<file path="src/rtl/alu_arbiter_if.sv">
// Request/response and ALU-side signals of the two-port ALU arbiter.
// slave = arbiter side; master = requesters plus the ALU.
interface alu_arbiter_if #(
  parameter int DATA_WIDTH    = 32,
  parameter int OPCODE_LENGTH = 4
);
  logic                     req0_valid;
  logic                     req0_ready;
  logic [OPCODE_LENGTH-1:0] req0_op;
  logic [DATA_WIDTH-1:0]    req0_a;
  logic [DATA_WIDTH-1:0]    req0_b;

  logic                     req1_valid;
  logic                     req1_ready;
  logic [OPCODE_LENGTH-1:0] req1_op;
  logic [DATA_WIDTH-1:0]    req1_a;
  logic [DATA_WIDTH-1:0]    req1_b;

  logic                     rsp0_valid;
  logic                     rsp0_ready;
  logic [DATA_WIDTH-1:0]    rsp0_result;
  logic                     rsp0_blt;
  logic                     rsp0_bgt;
  logic                     rsp0_zero;
  logic                     rsp0_err;

  logic                     rsp1_valid;
  logic                     rsp1_ready;
  logic [DATA_WIDTH-1:0]    rsp1_result;
  logic                     rsp1_blt;
  logic                     rsp1_bgt;
  logic                     rsp1_zero;
  logic                     rsp1_err;

  logic [DATA_WIDTH-1:0]    alu_srca;
  logic [DATA_WIDTH-1:0]    alu_srcb;
  logic [OPCODE_LENGTH-1:0] alu_op;
  logic [DATA_WIDTH-1:0]    alu_result;
  logic                     alu_blt;
  logic                     alu_bgt;
  logic                     alu_zero;

  modport slave (
    input  req0_valid, req0_op, req0_a, req0_b,
    output req0_ready,
    input  req1_valid, req1_op, req1_a, req1_b,
    output req1_ready,
    output rsp0_valid, rsp0_result, rsp0_blt,
    output rsp0_bgt, rsp0_zero, rsp0_err,
    input  rsp0_ready,
    output rsp1_valid, rsp1_result, rsp1_blt,
    output rsp1_bgt, rsp1_zero, rsp1_err,
    input  rsp1_ready,
    output alu_srca, alu_srcb, alu_op,
    input  alu_result, alu_blt, alu_bgt, alu_zero
  );

  modport master (
    output req0_valid, req0_op, req0_a, req0_b,
    input  req0_ready,
    output req1_valid, req1_op, req1_a, req1_b,
    input  req1_ready,
    input  rsp0_valid, rsp0_result, rsp0_blt,
    input  rsp0_bgt, rsp0_zero, rsp0_err,
    output rsp0_ready,
    input  rsp1_valid, rsp1_result, rsp1_blt,
    input  rsp1_bgt, rsp1_zero, rsp1_err,
    output rsp1_ready,
    input  alu_srca, alu_srcb, alu_op,
    output alu_result, alu_blt, alu_bgt, alu_zero
  );
endinterface

</file>
<file path="src/rtl/alu_arbiter.sv">
// Round-robin sharing of the single-cycle ALU between two requesters,
// with one response register that can drain and reload in the same cycle.
module alu_arbiter #(
  parameter int DATA_WIDTH    = 32,
  parameter int OPCODE_LENGTH = 4
) (
  input logic         clk,
  input logic         reset,
  alu_arbiter_if.slave bus
);

  typedef enum logic {
    EMPTY,
    FULL
  } state_e;

  state_e                   state_q, state_d;
  logic                     owner_q, owner_d;
  logic                     last_q, last_d;
  logic [DATA_WIDTH-1:0]    result_q, result_d;
  logic                     blt_q, blt_d;
  logic                     bgt_q, bgt_d;
  logic                     zero_q, zero_d;
  logic                     err_q, err_d;

  logic                     own_rdy;
  logic                     can_accept;
  logic                     any_req;
  logic                     gnt;
  logic                     accept;
  logic [OPCODE_LENGTH-1:0] sel_op;
  logic [DATA_WIDTH-1:0]    sel_a;
  logic [DATA_WIDTH-1:0]    sel_b;

  function automatic logic op_undef(
    input logic [OPCODE_LENGTH-1:0] op
  );
    logic u;
    u = 1'b1;
    case (op)
      4'b0000, 4'b0001, 4'b0010, 4'b0011,
      4'b0100, 4'b0101, 4'b0110, 4'b0111,
      4'b1000, 4'b1010, 4'b1100: u = 1'b0;
      default:                   u = 1'b1;
    endcase
    return u;
  endfunction

  always_comb begin
    own_rdy    = owner_q ? bus.rsp1_ready : bus.rsp0_ready;
    can_accept = (state_q == EMPTY) | own_rdy;
    any_req    = bus.req0_valid | bus.req1_valid;
    // Contention goes to the port that lost last time
    if (bus.req0_valid && bus.req1_valid) begin
      gnt = ~last_q;
    end else begin
      gnt = bus.req1_valid;
    end
    accept = ~reset & any_req & can_accept;
    sel_op = gnt ? bus.req1_op : bus.req0_op;
    sel_a  = gnt ? bus.req1_a : bus.req0_a;
    sel_b  = gnt ? bus.req1_b : bus.req0_b;
  end

  always_comb begin
    bus.req0_ready = accept & ~gnt;
    bus.req1_ready = accept & gnt;
    bus.alu_srca   = '0;
    bus.alu_srcb   = '0;
    bus.alu_op     = '0;
    if (accept) begin
      bus.alu_srca = sel_a;
      bus.alu_srcb = sel_b;
      bus.alu_op   = sel_op;
    end
  end

  always_comb begin
    state_d  = state_q;
    owner_d  = owner_q;
    last_d   = last_q;
    result_d = result_q;
    blt_d    = blt_q;
    bgt_d    = bgt_q;
    zero_d   = zero_q;
    err_d    = err_q;
    if (accept) begin
      state_d  = FULL;
      owner_d  = gnt;
      last_d   = gnt;
      result_d = bus.alu_result;
      blt_d    = bus.alu_blt;
      bgt_d    = bus.alu_bgt;
      zero_d   = bus.alu_zero;
      err_d    = op_undef(sel_op);
    end else if (state_q == FULL && own_rdy) begin
      state_d = EMPTY;
    end
  end

  always_ff @(posedge clk) begin
    if (reset) begin
      state_q  <= EMPTY;
      owner_q  <= 1'b0;
      last_q   <= 1'b1;
      result_q <= '0;
      blt_q    <= 1'b0;
      bgt_q    <= 1'b0;
      zero_q   <= 1'b0;
      err_q    <= 1'b0;
    end else begin
      state_q  <= state_d;
      owner_q  <= owner_d;
      last_q   <= last_d;
      result_q <= result_d;
      blt_q    <= blt_d;
      bgt_q    <= bgt_d;
      zero_q   <= zero_d;
      err_q    <= err_d;
    end
  end

  always_comb begin
    bus.rsp0_valid  = (state_q == FULL) & ~owner_q;
    bus.rsp1_valid  = (state_q == FULL) & owner_q;
    bus.rsp0_result = result_q;
    bus.rsp1_result = result_q;
    bus.rsp0_blt    = blt_q;
    bus.rsp1_blt    = blt_q;
    bus.rsp0_bgt    = bgt_q;
    bus.rsp1_bgt    = bgt_q;
    bus.rsp0_zero   = zero_q;
    bus.rsp1_zero   = zero_q;
    bus.rsp0_err    = err_q;
    bus.rsp1_err    = err_q;
  end

endmodule

</file>
<file path="src/flat_wrapper.sv">
// flat-port wrapper written by rule: the top's interface ports become plain ports
module alu_arbiter_flat 
#(
  parameter int DATA_WIDTH    = 32,
  parameter int OPCODE_LENGTH = 4
)
  (clk, reset, bus_req0_valid, bus_req0_op, bus_req0_a, bus_req0_b, bus_req0_ready, bus_req1_valid, bus_req1_op, bus_req1_a, bus_req1_b, bus_req1_ready, bus_rsp0_valid, bus_rsp0_result, bus_rsp0_blt, bus_rsp0_bgt, bus_rsp0_zero, bus_rsp0_err, bus_rsp0_ready, bus_rsp1_valid, bus_rsp1_result, bus_rsp1_blt, bus_rsp1_bgt, bus_rsp1_zero, bus_rsp1_err, bus_rsp1_ready, bus_alu_srca, bus_alu_srcb, bus_alu_op, bus_alu_result, bus_alu_blt, bus_alu_bgt, bus_alu_zero);
  alu_arbiter_if #(.DATA_WIDTH(DATA_WIDTH), .OPCODE_LENGTH(OPCODE_LENGTH)) bus_i ();
  input logic clk;
  input logic reset;
  input wire logic [$bits(bus_i.req0_valid)-1:0] bus_req0_valid;
  input wire logic [$bits(bus_i.req0_op)-1:0] bus_req0_op;
  input wire logic [$bits(bus_i.req0_a)-1:0] bus_req0_a;
  input wire logic [$bits(bus_i.req0_b)-1:0] bus_req0_b;
  output wire logic [$bits(bus_i.req0_ready)-1:0] bus_req0_ready;
  input wire logic [$bits(bus_i.req1_valid)-1:0] bus_req1_valid;
  input wire logic [$bits(bus_i.req1_op)-1:0] bus_req1_op;
  input wire logic [$bits(bus_i.req1_a)-1:0] bus_req1_a;
  input wire logic [$bits(bus_i.req1_b)-1:0] bus_req1_b;
  output wire logic [$bits(bus_i.req1_ready)-1:0] bus_req1_ready;
  output wire logic [$bits(bus_i.rsp0_valid)-1:0] bus_rsp0_valid;
  output wire logic [$bits(bus_i.rsp0_result)-1:0] bus_rsp0_result;
  output wire logic [$bits(bus_i.rsp0_blt)-1:0] bus_rsp0_blt;
  output wire logic [$bits(bus_i.rsp0_bgt)-1:0] bus_rsp0_bgt;
  output wire logic [$bits(bus_i.rsp0_zero)-1:0] bus_rsp0_zero;
  output wire logic [$bits(bus_i.rsp0_err)-1:0] bus_rsp0_err;
  input wire logic [$bits(bus_i.rsp0_ready)-1:0] bus_rsp0_ready;
  output wire logic [$bits(bus_i.rsp1_valid)-1:0] bus_rsp1_valid;
  output wire logic [$bits(bus_i.rsp1_result)-1:0] bus_rsp1_result;
  output wire logic [$bits(bus_i.rsp1_blt)-1:0] bus_rsp1_blt;
  output wire logic [$bits(bus_i.rsp1_bgt)-1:0] bus_rsp1_bgt;
  output wire logic [$bits(bus_i.rsp1_zero)-1:0] bus_rsp1_zero;
  output wire logic [$bits(bus_i.rsp1_err)-1:0] bus_rsp1_err;
  input wire logic [$bits(bus_i.rsp1_ready)-1:0] bus_rsp1_ready;
  output wire logic [$bits(bus_i.alu_srca)-1:0] bus_alu_srca;
  output wire logic [$bits(bus_i.alu_srcb)-1:0] bus_alu_srcb;
  output wire logic [$bits(bus_i.alu_op)-1:0] bus_alu_op;
  input wire logic [$bits(bus_i.alu_result)-1:0] bus_alu_result;
  input wire logic [$bits(bus_i.alu_blt)-1:0] bus_alu_blt;
  input wire logic [$bits(bus_i.alu_bgt)-1:0] bus_alu_bgt;
  input wire logic [$bits(bus_i.alu_zero)-1:0] bus_alu_zero;
  assign bus_i.req0_valid = bus_req0_valid;
  assign bus_i.req0_op = bus_req0_op;
  assign bus_i.req0_a = bus_req0_a;
  assign bus_i.req0_b = bus_req0_b;
  assign bus_req0_ready = bus_i.req0_ready;
  assign bus_i.req1_valid = bus_req1_valid;
  assign bus_i.req1_op = bus_req1_op;
  assign bus_i.req1_a = bus_req1_a;
  assign bus_i.req1_b = bus_req1_b;
  assign bus_req1_ready = bus_i.req1_ready;
  assign bus_rsp0_valid = bus_i.rsp0_valid;
  assign bus_rsp0_result = bus_i.rsp0_result;
  assign bus_rsp0_blt = bus_i.rsp0_blt;
  assign bus_rsp0_bgt = bus_i.rsp0_bgt;
  assign bus_rsp0_zero = bus_i.rsp0_zero;
  assign bus_rsp0_err = bus_i.rsp0_err;
  assign bus_i.rsp0_ready = bus_rsp0_ready;
  assign bus_rsp1_valid = bus_i.rsp1_valid;
  assign bus_rsp1_result = bus_i.rsp1_result;
  assign bus_rsp1_blt = bus_i.rsp1_blt;
  assign bus_rsp1_bgt = bus_i.rsp1_bgt;
  assign bus_rsp1_zero = bus_i.rsp1_zero;
  assign bus_rsp1_err = bus_i.rsp1_err;
  assign bus_i.rsp1_ready = bus_rsp1_ready;
  assign bus_alu_srca = bus_i.alu_srca;
  assign bus_alu_srcb = bus_i.alu_srcb;
  assign bus_alu_op = bus_i.alu_op;
  assign bus_i.alu_result = bus_alu_result;
  assign bus_i.alu_blt = bus_alu_blt;
  assign bus_i.alu_bgt = bus_alu_bgt;
  assign bus_i.alu_zero = bus_alu_zero;
  alu_arbiter #(.DATA_WIDTH(DATA_WIDTH), .OPCODE_LENGTH(OPCODE_LENGTH)) u_core (.clk(clk), .reset(reset), .bus(bus_i));
endmodule
</file>
<file path="config.mk">
export PLATFORM = sky130hd
export DESIGN_NAME = alu_arbiter_flat
export DESIGN_NICKNAME = d
export VERILOG_FILES = /design/src/rtl/alu_arbiter_if.sv /design/src/rtl/alu_arbiter.sv /design/src/flat_wrapper.sv
export SDC_FILE = /design/constraint.sdc
export NUM_CORES = 1
export LEC_CHECK = 0
export CORE_AREA = 2 2 123 125
export DETAILED_ROUTE_END_ITERATION = 16
export DIE_AREA = 0 0 125 127
export PLACE_DENSITY = 0.58
export SYNTH_ARGS = -nofsm -noshare
export SYNTH_HDL_FRONTEND = slang
export SYNTH_SLANG_ARGS = --single-unit
</file>
<file path="constraint.sdc">
create_clock -name clk -period 2.5 [get_ports clk]
set_input_delay 0.25 -clock clk [delete_from_list [all_inputs] [get_ports clk]]
set_output_delay 0.25 -clock clk [all_outputs]
set_load 0.1 [all_outputs]
</file>
After elaboration in Yosys (flattened, before gate mapping). Memories as Yosys holds them, arrays and structs flattened. A register that Yosys moved wholly into a read port is not among the register bits. Index checks and enable logic that the tools add are counted.

Mux-type cells: 10. Reductions and logical operators: 3. Bitwise gates (word level): 13.

Operators by type and width (count): 2-to-1 mux 32 bit (4); 2-to-1 mux 4 bit (2); bitwise AND 1 bit (6); NOT 1 bit (5); 2-to-1 mux 1 bit (4); logical AND 1 bit (2); bitwise OR 1 bit (2); nonzero test 2 bit (1).

Bits in registers: 38. Memory bits (read-only): 16. Bits of input ports: 177. Memories kept: 1. Output and inout port bits: 144.

Memories: (name not given) (words 16, width 1, rd ports 1, clocked after Yosys merged registers in 1, write ports 0, line alu_arbiter.sv:40) `case (op)`.

Depth between registers and ports, before layout.
Depth in word-level cells: 4. Depth in mapped cells: 6. Gate-level depth less buffers: 4.

Worst setup path after synthesis. OpenSTA, ideal clock, no wires.

Kind: flip-flop to output port. From: reg u_core.last_q. To: out bus_alu_srca[22]. Setup slack: -0.548 ns. Buffers on the path: 1. Data arrival time: 2.798 ns. Stages on the path, launching flop included: 5. Cell sequence: dfxtp_1 a21boi_2 and3_1 clkbuf_1 a22o_1.

Cells in the longest elaborated chain, start to end: 4.

RTL lines: start: declaration (line alu_arbiter.sv:19) `logic last_q, last_d;`; start signal: assignment (line alu_arbiter.sv:114) `last_q <= last_d;`; NOT 1 bit (line alu_arbiter.sv:55) `gnt = ~last_q;`; 2-to-1 mux 1 bit (line alu_arbiter.sv:54) `if (bus.req0_valid && bus.req1_valid) begin`; 2-to-1 mux 32 bit (line alu_arbiter.sv:61) `sel_a = gnt ? bus.req1_a : bus.req0_a;`; 2-to-1 mux 32 bit (line alu_arbiter.sv:71) `if (accept) begin`; end: declaration (line flat_wrapper.sv:35) `output wire logic [$bits(bus_i.alu_srca)-1:0] bus_alu_srca;`.

Every way passes these cells.

Final worst setup path.
From: reg u_core.owner_q. To: out bus_alu_srca[27].

Cells in the longest elaborated chain, start to end: 4.

RTL lines: start: declaration (line alu_arbiter.sv:18) `logic owner_q, owner_d;`; start signal: assignment (line alu_arbiter.sv:113) `owner_q <= owner_d;`; 2-to-1 mux 1 bit (line alu_arbiter.sv:50) `own_rdy = owner_q ? bus.rsp1_ready : bus.rsp0_ready;`; bitwise OR 1 bit (line alu_arbiter.sv:51) `can_accept = (state_q == EMPTY) | own_rdy;`; bitwise AND 1 bit (line alu_arbiter.sv:59) `accept = ~reset & any_req & can_accept;`; 2-to-1 mux 32 bit (line alu_arbiter.sv:71).

Every way passes these cells.

==> results.txt <==
Largest net degree at the start of global routing = 66
Via Count = 3057
First-pass GRT wire length = 18.36 mm
Critical path buffer and inverter count = 3
Most frequent cells after synthesis = a22o_1 (64), buf_4 (41), mux2i_1 (40), nor2_1 (40), dfxtp_1 (39)
CP max FO = 32
P&R area growth vs syn = 160.5%
Largest family of logic cells by synthesized area = compound AO/OA/AOI/OAI gates
DP HPWL = 10.88 mm
CTS root buf = clkbuf_16
DRC Markers = 0
Leakage power = 2.749 nW
Later-pin clock latency in the skew report = 280 ps
Max stage delay cell, worst path = dfxtp_1
Final slew viol count = 0
Num CTS Buffers = 5
Worst setup SP type = register
Cell family with most CP delay = buffers and inverters
Post-synthesis async set-or-reset flop share = 0
Largest area contributor in the netlist = dfxtp_1
NumNets Final = 717
Final Cell Area = 6265 um^2
Hold Crit Class = reg2reg
Worst flop-to-flop path startpoint = u_core.owner_q$_SDFFE_PP0P_
Initial Utilization = 0.1667
Metal-1 WL = 4.964 mm
Most common cell in the netlist = a22o_1
DIE AREA = 15880 um^2
Clock Power Share = 0.162
Number of H-tree levels = 2
Final ANT Viol Nets = 0
Core footprint = 14420 um^2
Crit end category = output pin
Synth Area in XOR/XNOR = 0
Crit path cell chain = mux2i_2 -> a21oi_4 -> nor3b_4 -> buf_4 -> buf_8 -> a22o_2 -> buf_12
Worst VDD drop = 459.4 uV
Number of synthesized flops with an enable pin = 0
Net Switching = 0.001829 W
Layout Skew = 6.596 ps
Synth Area in Adders = 0
Compound-Gate Fraction of Synth Area = 0.2581
Post-Syn Area = 2405 um^2
Required @ worst endpoint = 2250 ps
Hold Slack = 488.1 ps
Status = completed
TritonCTS clock tree = yes
CTS clock-pin slew for the worst setup and hold paths = 50 ps
Sw Ratio = 0.5002
Final setup TNS = 0 ps
Setup crit end = bus_alu_srca[27]
WL/cell = 18.22 um
Slew of the pin with the lowest slew margin = 507.7 ps
Share of cells above drive strength 1 = 0.3228
Final GP Congestion = 0.8652
Number of cells on the critical path = 7
Core Util, Final = 0.4343
Detail Route met3 WL = 988 um
Io pins = 321
Final hold violation count = 0
Post-Route WL = 13.19 mm
Cell variety after synth = 20
Crit path launch = u_core.owner_q$_SDFFE_PP0P_
PwrDens = 583.5 nW/um^2
# clock sinks = 39
Yosys top cell area share = 0.3247
Clk buf depth = 2
Hold Path Depth = 2
Reg power frac = 0.195
Ranking of synthesized cells by area = dfxtp_1 (32%), a22o_1 (23%), mux2i_1 (17%), buf_4 (13%), nor2_1 (6.2%)
Die Height = 127 um
Mux contribution to synthesized area = 0.1712
Row count = 44
Combinational share of power = 0.643
Initial antenna violation count = 1
P_int = 0.001827 W
Syn Inst Count = 261
Final worst path period share = 0.9475
CP max stage delay = 400 ps
CP arrival = 2120 ps
R2R depth = 5
Dominant synthesized flop cell = dfxtp_1
Tmin final = 2369 ps
Placed cell area = 6081 um^2
Unrepaired setup endpoints after global routing = no
Reg2reg setup slack = 800 ps
Max-cap check violation count = 0
Port-buffer cells = 320
Grt ovf = 0
Max_slew headroom = 0.6615
Sequential share of the synthesized area = 0.3247
Met2 WL = 6.844 mm
Worst reg2reg path endpoint = u_core.bus.rsp0_result[9]$_SDFFE_PP0P_
Vias/cell = 4.222
Mean area per synthesized cell = 9.214 um^2
Pre-Repair DR Iteration Count = 4
Fill cells = 1371
Top Layer Used = met4
Global Route Usage Sum = 0.1496
Initial drt markers = 119
Hold_sp = u_core.last_q$_SDFFE_PP1P_
Final setup viols = 0
Die width = 125 um
Seq cells post-synth = 39
Ys Warns = 0
Critical path class = reg2out
Fmax achieved = 422.2 MHz
Vias in the first global route = 3005
Syn_nets = 438
Synth Area in Simple Gates = 0.08221
[routing by layer]
metal | vias to the layer above | GRT usage
met3 | 20 | 0.03518
met5 | - | 0
met2 | 178 | 0.2778
met4 | 0 | 0.05752
met1 | 1386 | 0.1654
li1 | 1473 | -
[state kept, by name, summed over array words and instances (netlist names)]
register and count:
u_core.bus.rsp0_bgt 1, u_core.bus.rsp0_blt 1, u_core.bus.rsp0_err 1, u_core.bus.rsp0_result 32
u_core.bus.rsp0_zero 1, u_core.last_q 1, u_core.owner_q 1, u_core.state_q 1
[through the flow]
step                      total power (W)  instances  setup WS (ps)
after global placement           0.003061        714          124.4
after floorplan                  0.002265        261         -62.69
final                            0.003656        724          131.4
after detailed placement         0.003071        714          132.8
after global routing             0.003777        724          27.64
after CTS                        0.003677        720          127.9
[placed cells by master, fill, tap and decap left out]
cell type and n:
and2_1 1, clkinvlp_4 1, diode_2 1, buf_8 1, o21ai_0 1, nor2b_1 1
nor2_1 40, buf_4 79, a21oi_1 4, a22o_2 8, inv_1 2, a21boi_2 1
nor3b_1 1, clkbuf_16 6, buf_12 72, buf_6 1, clkdlybuf4s50_1 176, nor3b_4 1
and3_2 1, a21oi_4 1, and3_1 1, mux2_2 1, a21o_1 1, mux2i_1 39
nand2_1 2, mux2i_2 1, a22o_1 56, a211oi_1 1, dfxtp_1 39
[final cells by class]
class,count,area [um^2],share of cell area
clock buffer,5,125.1,0.01997
tap,184,230.2,0.03675
sequential,39,780.7,0.1246
multi-input combinational,162,1264,0.2017
inverter,2,7.507,0.001198
clock inverter,1,7.507,0.001198
antenna,1,2.502,0.0003994
timing repair buffer,330,3847,0.6141
[cell families after synthesis]
logic type             after synthesis
AOI/OAI and AO/OA                   73
buffers and inverters               60
DFF                                 39
muxes                               41
and+or+nand+nor                     48
[power groups by stage]
stage | sequential, W | combinational [W] | clock, W
detailed placement | 0.000726 | 0.00234 | 0
global placement | 0.000724 | 0.00234 | 0
CTS | 0.000714 | 0.00235 | 0.000616
global route | 0.000720 | 0.00241 | 0.000649
floorplan | 0.00103 | 0.00124 | 0
finish | 0.000713 | 0.00235 | 0.000591
[worst min-delay path by stage]
stage | to | slack [ps]
2_1_floorplan | u_core.bus.rsp0_blt$_SDFFE_PP0P_ | 400
3_3_place_gp | u_core.last_q$_SDFFE_PP1P_ | 470
3_5_place_dp | u_core.last_q$_SDFFE_PP1P_ | 470
4_1_cts | u_core.last_q$_SDFFE_PP1P_ | 490
5_1_grt | u_core.last_q$_SDFFE_PP1P_ | 500
6_report | u_core.last_q$_SDFFE_PP1P_ | 490
[timing repair]
item / CTS / global route
buffers inserted: 0 / 1
hold buffers: 0 / 0
gates resized for setup: 0 / 4
setup endpoints to repair: 0 / 31
[tightest hold or removal path, cell delays in order, from the launching register on]
cell and delay (ps):
dfxtp_1 320, inv_1 50, o21ai_0 70
No activity file was read; power rests on OpenSTA's default activity.
